`src/rtl/operand_entry.sv`:
```
// Keypad operand-entry controller: builds a 2-digit decimal dividend and divisor from key strobes
// and presents them as binary, with a ready flag and a live BCD echo of both operands.
module operand_entry #(
   parameter int unsigned BIN_W    = 7,
   parameter logic [3:0]  KEY_NEXT = 4'hA,
   parameter logic [3:0]  KEY_BACK = 4'hB,
   parameter logic [3:0]  KEY_CLR  = 4'hC
) (
   input  logic             clk,
   input  logic             rst,
   input  logic [3:0]       tecla,
   input  logic             tecla_valida,
   output logic [BIN_W-1:0] A_bin,
   output logic [BIN_W-1:0] B_bin,
   output logic             ready_operands,
   output logic             ready_pulse,
   output logic             err_div0,
   output logic [15:0]      entry_bcd,
   output logic [1:0]       fase
);

   typedef enum logic [1:0] {
      StEnterA = 2'd0,
      StEnterB = 2'd1,
      StReady  = 2'd2
   } state_e;

   state_e           state_q, state_d;
   logic [3:0]       a_tens_q, a_tens_d, a_units_q, a_units_d;
   logic [3:0]       b_tens_q, b_tens_d, b_units_q, b_units_d;
   logic [1:0]       a_cnt_q, a_cnt_d, b_cnt_q, b_cnt_d;
   logic             err_q, err_d, pulse_q, pulse_d;
   logic [BIN_W-1:0] a_bin_q, a_bin_d, b_bin_q, b_bin_d;

   logic is_digit, is_next, is_back, is_clr, accepted;

   assign is_digit = tecla <= 4'd9;
   assign is_next  = tecla == KEY_NEXT;
   assign is_back  = tecla == KEY_BACK;
   assign is_clr   = tecla == KEY_CLR;
   // Unassigned codes (0xD-0xF by default) are not keypresses at all.
   assign accepted = tecla_valida && (is_digit || is_next || is_back || is_clr);

   always_comb begin
      state_d   = state_q;
      a_tens_d  = a_tens_q;
      a_units_d = a_units_q;
      b_tens_d  = b_tens_q;
      b_units_d = b_units_q;
      a_cnt_d   = a_cnt_q;
      b_cnt_d   = b_cnt_q;
      err_d     = err_q;

      if (accepted) begin
         err_d = 1'b0;
         if (is_clr) begin
            state_d   = StEnterA;
            a_tens_d  = 4'd0;
            a_units_d = 4'd0;
            b_tens_d  = 4'd0;
            b_units_d = 4'd0;
            a_cnt_d   = 2'd0;
            b_cnt_d   = 2'd0;
         end else begin
            unique case (state_q)
               StEnterA: begin
                  if (is_digit) begin
                     if (a_cnt_q < 2'd2) begin
                        a_tens_d  = a_units_q;
                        a_units_d = tecla;
                        a_cnt_d   = a_cnt_q + 2'd1;
                     end
                  end else if (is_next) begin
                     if (a_cnt_q != 2'd0) state_d = StEnterB;
                  end else if (is_back) begin
                     if (a_cnt_q != 2'd0) begin
                        a_units_d = a_tens_q;
                        a_tens_d  = 4'd0;
                        a_cnt_d   = a_cnt_q - 2'd1;
                     end
                  end
               end
               StEnterB: begin
                  if (is_digit) begin
                     if (b_cnt_q < 2'd2) begin
                        b_tens_d  = b_units_q;
                        b_units_d = tecla;
                        b_cnt_d   = b_cnt_q + 2'd1;
                     end
                  end else if (is_next) begin
                     if (b_cnt_q != 2'd0) begin
                        if (b_tens_q == 4'd0 && b_units_q == 4'd0) err_d = 1'b1;
                        else                                       state_d = StReady;
                     end
                  end else if (is_back) begin
                     if (b_cnt_q != 2'd0) begin
                        b_units_d = b_tens_q;
                        b_tens_d  = 4'd0;
                        b_cnt_d   = b_cnt_q - 2'd1;
                     end else begin
                        state_d = StEnterA;
                     end
                  end
               end
               StReady: begin
                  // A new digit starts a fresh calculation with that digit as A.
                  if (is_digit) begin
                     state_d   = StEnterA;
                     a_tens_d  = 4'd0;
                     a_units_d = tecla;
                     a_cnt_d   = 2'd1;
                     b_tens_d  = 4'd0;
                     b_units_d = 4'd0;
                     b_cnt_d   = 2'd0;
                  end else if (is_back) begin
                     state_d = StEnterB;
                  end
               end
               default: state_d = StEnterA;
            endcase
         end
      end

      a_bin_d = BIN_W'(a_tens_d) * BIN_W'(10) + BIN_W'(a_units_d);
      b_bin_d = BIN_W'(b_tens_d) * BIN_W'(10) + BIN_W'(b_units_d);
      pulse_d = (state_d == StReady) && (state_q != StReady);
   end

   always_ff @(posedge clk) begin
      if (!rst) begin
         state_q   <= StEnterA;
         a_tens_q  <= 4'd0;
         a_units_q <= 4'd0;
         b_tens_q  <= 4'd0;
         b_units_q <= 4'd0;
         a_cnt_q   <= 2'd0;
         b_cnt_q   <= 2'd0;
         err_q     <= 1'b0;
         pulse_q   <= 1'b0;
         a_bin_q   <= '0;
         b_bin_q   <= '0;
      end else begin
         state_q   <= state_d;
         a_tens_q  <= a_tens_d;
         a_units_q <= a_units_d;
         b_tens_q  <= b_tens_d;
         b_units_q <= b_units_d;
         a_cnt_q   <= a_cnt_d;
         b_cnt_q   <= b_cnt_d;
         err_q     <= err_d;
         pulse_q   <= pulse_d;
         a_bin_q   <= a_bin_d;
         b_bin_q   <= b_bin_d;
      end
   end

   assign A_bin          = a_bin_q;
   assign B_bin          = b_bin_q;
   assign ready_operands = state_q == StReady;
   assign ready_pulse    = pulse_q;
   assign err_div0       = err_q;
   assign entry_bcd      = {a_tens_q, a_units_q, b_tens_q, b_units_q};
   assign fase           = state_q;

endmodule

```
`config.mk`:
```
export PLATFORM = sky130hd
export DESIGN_NAME = operand_entry
export DESIGN_NICKNAME = d
export VERILOG_FILES = /design/src/rtl/operand_entry.sv
export SDC_FILE = /design/constraint.sdc
export NUM_CORES = 1
export LEC_CHECK = 0
export CORE_AREA = 2 2 107 109
export DETAILED_ROUTE_END_ITERATION = 16
export DIE_AREA = 0 0 109 111
export GPL_TIMING_DRIVEN = 1
export PLACE_DENSITY = 0.44
export SKIP_LAST_GASP = 1
export SLEW_MARGIN = 40
export SYNTH_ARGS = -nofsm -noshare
export SYNTH_HDL_FRONTEND = slang
export SYNTH_SLANG_ARGS = --single-unit
```
`constraint.sdc`:
```
create_clock -name clk -period 8.3 [get_ports clk]
set_input_delay 0.83 -clock clk [delete_from_list [all_inputs] [get_ports clk]]
set_output_delay 0.83 -clock clk [all_outputs]
set_load 0.02 [all_outputs]
```
==> impl_metrics.py, run 1 <==
metrics = {
    "worst_hold_path": {
        "hold_path_class": "register to register",
        "whs_path_depth": 2,
    },
    "yosys": {
        "yosysSeqAreaShare_pct": 29.2,
        "yosys_register_bits": 36,
        "dominantRegCellSynth": "dfxtp_1",
        "syn_inst": 286,
        "synth.net_count": 313,
        "number_of_enable_type_register_cells_in_the_synthesized_netlist": 0,
        "post_syn_area_per_cell_um2": 8.62,
        "synthesis.yosys.warnings": 0,
        "synth_area_mm2": 0.00246,
        "postSynth.asyncResetShare_pct": 0,
        "post_synth_num_cell_types": 67,
    },
    "drt": {
        "ant_nets": 0,
        "route.detailed.wl_per_inst_um": 15.5,
        "first_pass_iteration_count_of_the_detailed_router": 4,
        "drt-initial-drc-count": 133,
        "routed_wl_um": 7150,
        "post_drt_via_cell_ratio": 4.88,
        "remaining_drc_errors": 0,
        "via_count": 2244,
    },
    "floorplanning": {
        "chipWidth_um": 109,
        "placeableCoreArea_mm2": 0.0111,
        "num_rows": 39,
        "die_h_um": 111,
        "start_util_pct": 22.3,
        "fp.dieArea_mm2": 0.0121,
        "num_io_pins": 42,
    },
    "cells_and_area": {
        "layout.cell_area.non_filler_mm2": 0.00312,
        "top_library_cells_by_usage_in_the_layout_fill_and_taps_aside": "41 x clkdlybuf4s50_1, 36 x dfxtp_1, 19 x nor2_1, 19 x inv_1, 18 x and2_1",
        "final_common_cell": "clkdlybuf4s50_1",
        "flow.area_growth_from_synthesis_pct": 26.4,
        "antenna_cells_inserted": 0,
        "flip_flop_and_latch_area_um2": 721,
        "multiInputGateArea_mm2": 0.00156,
        "num-fill-cells": 1185,
        "net_count_of_the_finished_layout": 343,
        "drive_gt1_share_pct": 6.62,
    },
    "timing": {
        "hold-worst-slack_ps": 482,
        "timing.final.hold_violations": 0,
        "totalNegativeSetupSlack_ps": 0,
        "rsz0062_at_grt": "false",
        "layout_setup_ws_ps": 3570,
        "drv_slew": 0,
        "final_period_minus_worst_setup_slack_ps": 4730,
        "timing.slew.headroom_pct": 45.2,
        "max_fclk_mhz": 211,
        "report.final.setup_viol": 0,
        "skew_final_ps": 5.31,
        "min_period_over_period_pct": 57.0,
        "tightest_pin_transition_ps": 819,
    },
    "worst_setup_path": {
        "critical-path-top-delay-family": "compound AO/OA/AOI/OAI gates",
        "crit_type": "input port to register",
        "critical-path-max-stage-delay_ps": 1000,
        "worst_case_reg_to_reg_path_depth": 15,
        "cpMaxStageDelayCell": "clkdlybuf4s50_1",
        "cp_cell_sequence": "clkdlybuf4s50_1 > o21a_1 > o221ai_1 > a31oi_2 > a22o_1 > ha_1 > ha_1 > inv_1 > fa_1 > nand3b_1 > o32ai_1 > xor2_1 > or2_2 > mux2i_1",
        "timing.critical_path.required_ps": 8510,
        "critical_path.max_fanout": 20,
        "critical_path_arrival_ps": 4940,
        "critical_path.endpoint_type": "register",
        "cp_num_buf_inv": 2,
        "critPathMostFrequentCell": "ha_1",
        "critical_path_cell_count": 14,
        "cp-start-kind": "input port",
    },
    "clocking": {
        "tritoncts": "done",
        "worst_skew_pair.late_latency_ps": 280,
        "post_cts_hold_buffer_count": 0,
        "clk_pin_slew_ps": 60,
        "clock-sinks": 36,
        "post_cts.resized_instances": 0,
        "max-clock-path-buffers": 2,
        "ctsHtreeMaxLevel": 2,
        "cts.root.buffer_cell": "clkbuf_16",
        "cts_post_setup_buffers_inserted": 0,
        "cts_inserted_buffers": 5,
    },
    "power_and_ir_drop": {
        "post-layout-total-power_uw": 454,
        "power.density_mw_per_mm2": 146,
        "static-leakage-power_nw": 1.17,
        "peakVddDrop_mv": 0.0965,
    },
    "run_status": {
        "status": "complete, no violations",
    },
    "run": {
        "drv_cap": 0,
    },
    "grt": {
        "first_global_vias": 2210,
        "number_of_antenna_violations_at_the_first_check_in_global_routing": 0,
        "grt_overflow_total": 0,
        "track_usage_pct": 12.4,
        "first_pass_grt_wire_length_um": 11800,
        "grt_start_max_net_pins": 25,
    },
    "placed_design": {
        "placement.setup.worst_slack_ps": 3280,
        "gpl_wtd_cong": 0.780,
        "placement.cell_area_mm2": 0.00295,
        "portBuffers": 41,
        "dp.final_hpwl_um": 5150,
    },
}
[where the power goes]
| group | switching (mW) | total, mW | internal [mW] |
|---|---|---|---|
| clock | 0.0704 | 0.212 | 0.141 |
| combinational | 0.0356 | 0.0599 | 0.0243 |
| sequential | 0.00578 | 0.183 | 0.177 |
| total | 0.112 | 0.454 | 0.342 |
[cell usage after synthesis, types with 3 or more instances]
library cell	count	area (um^2)
dfxtp_1	36	721
inv_1	19	71.3
nor2_1	19	71.3
and2_1	18	113
ha_1	16	200
a21oi_1	15	75.1
nand2_1	14	52.6
o21ai_0	14	70.1
clkbuf_1	10	37.5
a22o_1	9	78.8
nand3_1	7	35.0
nor2b_1	6	37.5
nor3_1	6	30.0
xnor2_1	6	52.6
a22oi_1	4	30.0
fa_1	4	80.1
nor3b_1	4	30.0
o21a_1	4	30.0
or2_2	4	25.0
a21o_1	3	22.5
buf_2	3	15.0
buf_4	3	22.5
buf_6	3	33.8
mux2i_1	3	30.0
nand3b_1	3	22.5
o211ai_1	3	22.5
o2bb2ai_1	3	26.3
[area by class of cell]
class,instances,area share [%]
inverter,19,2.29
multi-input combinational,212,50.2
clock inverter,2,1.12
timing repair buffer,42,13.4
sequential,36,23.1
clock buffer,6,4.13
tap,143,5.74
[worst min-delay path, cell delays in order, from the launching register on]
cell and delay [ps]:
dfxtp_1 320, nand2_1 60, a21oi_1 60
[final timing paths]
| path | startpoint | endpoint | slack, ps |
|---|---|---|---|
| hold / removal | err_div0 | err_div0 | 480 |
| setup / recovery | tecla[3] | B_bin[6] | 3570 |
| hold reg to reg | err_div0 | err_div0 | 480 |
| setup reg to reg | fase[0] | B_bin[6] | 4210 |
[metrics by stage]
stage	util (%)	cells
finish	28.1	460
global route	28.1	460
CTS	28.1	460
detailed placement	26.7	452
global placement	26.7	452
floorplan	-	286
[flip-flops by register name (all words and copies together) (netlist names)]
register,count
A_bin,6
B_bin,6
a_cnt_q,2
a_tens_q,4
a_units_q,4
b_cnt_q,2
b_tens_q,4
b_units_q,4
err_div0,1
fase,2
ready_pulse,1
[layer usage]
metal	vias to the layer above	wire (um)	GRT usage [%]
met4	0	50	2.74
met3	6	399	2.59
met1	1088	3480	18.4
met2	59	3210	18.1
met5	-	0	0
li1	1091	-	-
[cells by family (layout without fill, tap and decap cells)]
logic type | after synthesis | count (layout) | share of synthesized area [%]
AOI/OAI and AO/OA | 82 | 82 | 24.6
xor gates and xnor gates | 8 | 8 | 2.84
adders and majority gates | 20 | 20 | 11.4
buffers and inverters | 38 | 69 | 7.31
DFF | 36 | 36 | 29.2
muxes | 3 | 3 | 1.22
and+or+nand+nor | 99 | 99 | 23.4
(Power assumes the default switching activity.)
==> run 2: changes to the inputs <==
--- a/config.mk
+++ b/config.mk
@@ -9,7 +9,7 @@
 export DETAILED_ROUTE_END_ITERATION = 16
 export DIE_AREA = 0 0 109 111
 export GPL_TIMING_DRIVEN = 1
-export PLACE_DENSITY = 0.44
+export PLACE_DENSITY = 0.45
 export SKIP_LAST_GASP = 1
 export SLEW_MARGIN = 40
 export SYNTH_ARGS = -nofsm -noshare
==> constraint.sdc (replaced) <==
create_clock -name clk -period 4.1 [get_ports clk]
set_input_delay 0.41 -clock clk [delete_from_list [all_inputs] [get_ports clk]]
set_output_delay 0.41 -clock clk [all_outputs]
set_load 0.02 [all_outputs]
==> impl_metrics.py, run 2 (synthesis results as in run 1) <==
metrics = {
    "clocking": {
        "max-clock-path-buffers": 2,
        "cts_post_setup_buffers_inserted": 0,
        "clk_pin_slew_ps": 60,
        "cts.root.buffer_cell": "clkbuf_16",
        "ctsHtreeMaxLevel": 2,
        "clock-sinks": 36,
        "worst_skew_pair.late_latency_ps": 280,
        "post_cts_hold_buffer_count": 0,
        "post_cts.resized_instances": 0,
        "cts_inserted_buffers": 5,
        "tritoncts": "done",
    },
    "timing": {
        "skew_final_ps": 5.59,
        "hold-worst-slack_ps": 463,
        "max_fclk_mhz": 264,
        "tightest_pin_transition_ps": 580,
        "layout_setup_ws_ps": 316,
        "totalNegativeSetupSlack_ps": 0,
        "drv_slew": 0,
        "min_period_over_period_pct": 92.3,
        "final_period_minus_worst_setup_slack_ps": 3780,
        "rsz0062_at_grt": "false",
        "report.final.setup_viol": 0,
        "timing.slew.headroom_pct": 61.3,
        "timing.final.hold_violations": 0,
    },
    "floorplanning": {
        "chipWidth_um": 109,
        "fp.dieArea_mm2": 0.0121,
        "num_io_pins": 42,
        "placeableCoreArea_mm2": 0.0111,
        "num_rows": 39,
        "die_h_um": 111,
        "start_util_pct": 22.3,
    },
    "worst_hold_path": {
        "whs_path_depth": 2,
        "hold_path_class": "register to register",
    },
    "worst_setup_path": {
        "timing.critical_path.required_ps": 4310,
        "critical-path-top-delay-family": "compound AO/OA/AOI/OAI gates",
        "rrSetupSlack_ps": 400,
        "crit_type": "input port to register",
        "critical-path-max-stage-delay_ps": 510,
        "critical_path_arrival_ps": 4000,
        "critPathMostFrequentCell": "ha_1",
        "cp-start-kind": "input port",
        "critical_path.max_fanout": 18,
        "cp_num_buf_inv": 3,
        "cp_cell_sequence": "clkdlybuf4s50_1 > buf_12 > and4b_1 > a22o_2 > a31oi_4 > a22o_1 > ha_1 > ha_1 > inv_1 > fa_1 > and3b_1 > a32oi_1 > xnor2_1 > or2_2 > mux2i_1",
        "cpMaxStageDelayCell": "clkdlybuf4s50_1",
        "critical_path.endpoint_type": "register",
        "critical_path_cell_count": 15,
        "worst_case_reg_to_reg_path_depth": 15,
    },
    "placed_design": {
        "placement.cell_area_mm2": 0.00315,
        "gpl_wtd_cong": 0.849,
        "dp.final_hpwl_um": 5290,
        "portBuffers": 41,
        "placement.setup.worst_slack_ps": 52.7,
    },
    "power_and_ir_drop": {
        "power.density_mw_per_mm2": 273,
        "static-leakage-power_nw": 1.27,
        "peakVddDrop_mv": 0.168,
    },
    "cells_and_area": {
        "num-fill-cells": 1175,
        "flip_flop_and_latch_area_um2": 721,
        "layout.cell_area.non_filler_mm2": 0.00330,
        "multiInputGateArea_mm2": 0.00156,
        "top_library_cells_by_usage_in_the_layout_fill_and_taps_aside": "41 x clkdlybuf4s50_1, 36 x dfxtp_1, 19 x nor2_1, 19 x inv_1, 19 x buf_4",
        "flow.area_growth_from_synthesis_pct": 34.0,
        "final_common_cell": "clkdlybuf4s50_1",
        "antenna_cells_inserted": 0,
        "net_count_of_the_finished_layout": 364,
        "drive_gt1_share_pct": 12.7,
    },
    "drt": {
        "drt-initial-drc-count": 146,
        "ant_nets": 0,
        "routed_wl_um": 7240,
        "via_count": 2297,
        "route.detailed.wl_per_inst_um": 15.0,
        "post_drt_via_cell_ratio": 4.78,
        "first_pass_iteration_count_of_the_detailed_router": 4,
        "remaining_drc_errors": 0,
    },
    "run_status": {
        "status": "complete, no violations",
    },
    "grt": {
        "first_global_vias": 2233,
        "number_of_antenna_violations_at_the_first_check_in_global_routing": 0,
        "track_usage_pct": 12.5,
        "first_pass_grt_wire_length_um": 11900,
        "grt_start_max_net_pins": 25,
        "grt_overflow_total": 0,
    },
    "run": {
        "drv_cap": 0,
    },
}
## run 2: layer usage
| metal | GRT usage [%] | wire, um |
|---|---|---|
| met4 | 3.76 | 101 |
| met1 | 18.7 | 3640 |
| met2 | 17.1 | 3060 |
| met3 | 3.64 | 437 |
| met5 | 0 | 0 |
## run 2: worst min-delay path, stage by stage (launching register included)
cell     delay [ps]
dfxtp_1         310
nand2_1          50
a21oi_1          50
## run 2: layout make-up
| type | instances | area share, % |
|---|---|---|
| tap | 143 | 5.42 |
| inverter | 19 | 2.16 |
| multi-input combinational | 212 | 47.4 |
| clock buffer | 6 | 4.21 |
| clock inverter | 2 | 0.455 |
| timing repair buffer | 63 | 18.6 |
| sequential | 36 | 21.8 |
## run 2: metrics by stage
stage / power [mW] / instances / utilization (%)
after floorplan: 0.461 / 286 / -
after global placement: 0.515 / 473 / 28.4
after detailed placement: 0.514 / 473 / 28.4
after CTS: 0.913 / 481 / 29.8
after global routing: 0.947 / 481 / 29.8
final: 0.900 / 481 / 29.8
## run 2: power by group
part           leakage, nW  internal [mW]  switching, mW
Clock               0.0691          0.242          0.150
Combinational        0.914         0.0625         0.0766
Sequential           0.291          0.358         0.0111
Total                 1.27          0.662          0.238
## run 2: final timing paths
check | from | endpoint
worst max-delay path | tecla[2] | A_bin[6]
worst min-delay path | err_div0 | err_div0
worst max register to register | fase[0] | A_bin[6]
worst min register to register | err_div0 | err_div0
==> run 3: changes to the inputs <==
--- a/config.mk
+++ b/config.mk
@@ -6,10 +6,11 @@
 export NUM_CORES = 1
 export LEC_CHECK = 0
 export CORE_AREA = 2 2 107 109
+export CTS_CLUSTER_DIAMETER = 80
 export DETAILED_ROUTE_END_ITERATION = 16
 export DIE_AREA = 0 0 109 111
 export GPL_TIMING_DRIVEN = 1
-export PLACE_DENSITY = 0.45
+export PLACE_DENSITY_LB_ADDON = 0.12
 export SKIP_LAST_GASP = 1
 export SLEW_MARGIN = 40
 export SYNTH_ARGS = -nofsm -noshare
==> impl_metrics.py, run 3 (synthesis results as in run 1) <==
metrics = {
    "timing": {
        "min_period_over_period_pct": 91.4,
        "skew_final_ps": 4.85,
        "timing.final.hold_violations": 0,
        "report.final.setup_viol": 0,
        "hold-worst-slack_ps": 477,
        "final_period_minus_worst_setup_slack_ps": 3750,
        "max_fclk_mhz": 267,
        "tightest_pin_transition_ps": 613,
        "rsz0062_at_grt": "false",
        "timing.slew.headroom_pct": 59.1,
        "drv_slew": 0,
        "totalNegativeSetupSlack_ps": 0,
    },
    "placed_design": {
        "portBuffers": 41,
        "dp.final_hpwl_um": 5520,
        "gpl_wtd_cong": 0.818,
        "placement.cell_area_mm2": 0.00313,
    },
    "power_and_ir_drop": {
        "power.switching_fraction_pct": 27.0,
        "share_clk_of_total_power_pct": 42.1,
        "post-layout-total-power_uw": 878,
        "power.density_mw_per_mm2": 269,
        "netSwitchingPower_uw": 237,
        "peakVddDrop_mv": 0.138,
        "internal-power_uw": 641,
        "static-leakage-power_nw": 1.25,
        "comb_power_share_pct": 15.8,
        "sequentialPowerShare_pct": 42.1,
    },
    "grt": {
        "first_pass_grt_wire_length_um": 12300,
        "grt_use_met2_pct": 19.4,
        "grt_overflow_total": 0,
        "track_usage_pct": 12.8,
        "first_global_vias": 2340,
        "met1_demand_to_capacity_share_in_global_routing_pct": 18.0,
        "grt_start_max_net_pins": 25,
        "grt.met3_usage_pct": 2.23,
        "global_route.peak_usage_layer": "met2",
        "number_of_antenna_violations_at_the_first_check_in_global_routing": 0,
    },
    "cells_and_area": {
        "flow.area_growth_from_synthesis_pct": 32.4,
        "top_library_cells_by_usage_in_the_layout_fill_and_taps_aside": "41 x clkdlybuf4s50_1, 36 x dfxtp_1, 19 x nor2_1, 19 x inv_1, 18 x and2_1",
        "layout.cell_area.non_filler_mm2": 0.00326,
        "drive_gt1_share_pct": 11.7,
        "net_count_of_the_finished_layout": 361,
        "final_common_cell": "clkdlybuf4s50_1",
        "antenna_cells_inserted": 0,
    },
    "worst_setup_path": {
        "crit_type": "register to register",
        "critical_path.endpoint_type": "register",
        "critical_path_arrival_ps": 3960,
        "cp-start-kind": "register",
        "timing.critical_path.required_ps": 4310,
        "critical_path.max_fanout": 13,
    },
    "drt": {
        "routed_wl_um": 7310,
        "first_pass_iteration_count_of_the_detailed_router": 4,
        "route.detailed.wl_per_inst_um": 15.3,
        "post_drt_via_cell_ratio": 4.79,
        "remaining_drc_errors": 0,
        "drt-initial-drc-count": 109,
        "ant_nets": 0,
        "via_count": 2286,
    },
    "floorplanning": {
        "chipWidth_um": 109,
        "start_util_pct": 22.3,
        "die_h_um": 111,
        "placeableCoreArea_mm2": 0.0111,
        "num_rows": 39,
        "fp.dieArea_mm2": 0.0121,
        "num_io_pins": 42,
    },
    "clocking": {
        "clk_pin_slew_ps": 60,
        "tritoncts": "done",
        "post_cts.resized_instances": 0,
        "ctsHtreeMaxLevel": 2,
        "post_cts_hold_buffer_count": 0,
        "worst_skew_pair.late_latency_ps": 280,
        "clock-sinks": 36,
        "max-clock-path-buffers": 2,
        "cts_post_setup_buffers_inserted": 0,
        "cts.root.buffer_cell": "clkbuf_16",
        "cts_inserted_buffers": 5,
    },
    "run_status": {
        "status": "complete, no violations",
    },
    "worst_hold_path": {
        "hold_path_class": "register to register",
    },
    "run": {
        "drv_cap": 0,
    },
}
[run 3: metrics by stage]
stage,std cells,worst slack (ps),utilization (%)
after floorplan,286,392,-
after global placement,470,140,28.2
after detailed placement,470,122,28.2
after CTS,477,352,29.5
after global routing,477,34.4,29.5
final,477,351,29.5
[run 3: power by group through the flow]
stage / clock network [mW] / logic, mW / registers (mW)
global route: 0.395 / 0.155 / 0.371
floorplan: 0 / 0.0831 / 0.378
global placement: 0 / 0.141 / 0.377
detailed placement: 0 / 0.140 / 0.377
CTS: 0.380 / 0.140 / 0.369
finish: 0.370 / 0.139 / 0.369
[run 3: per-layer routing]
metal | share of wire (%) | vias to the layer above
li1 | - | 1125
met1 | 48 | 1091
met2 | 46 | 59
met3 | 4.3 | 11
met4 | 1.7 | 0
met5 | 0 | -
[run 3: cell type report]
class / count / area [um^2]
clock inverter: 2 / 12.5
multi-input combinational: 212 / 1560
timing repair buffer: 60 / 591
tap: 143 / 179
fill: 1192 / 7810
sequential: 36 / 721
inverter: 19 / 71.3
clock buffer: 5 / 125
[run 3: final timing paths]
kind,start,cells past startpoint,slack (ps),to
worst min register to register,err_div0,2,480,err_div0
worst max register to register,fase[1],14,350,B_bin[6]
worst max-delay path,fase[1],14,350,B_bin[6]
worst min-delay path,err_div0,2,480,err_div0
[run 3: worst max-delay path: stages (launching register included)]
cell and delay [ps]:
dfxtp_1 410, ha_1 480, nand2_1 160, o21a_1 200, a31oi_2 340, a22o_1 280, ha_1 250, ha_1 190
inv_1 60, fa_1 460, nand3b_1 180, o32ai_1 140, xor2_1 120, or2_2 280, mux2i_1 110
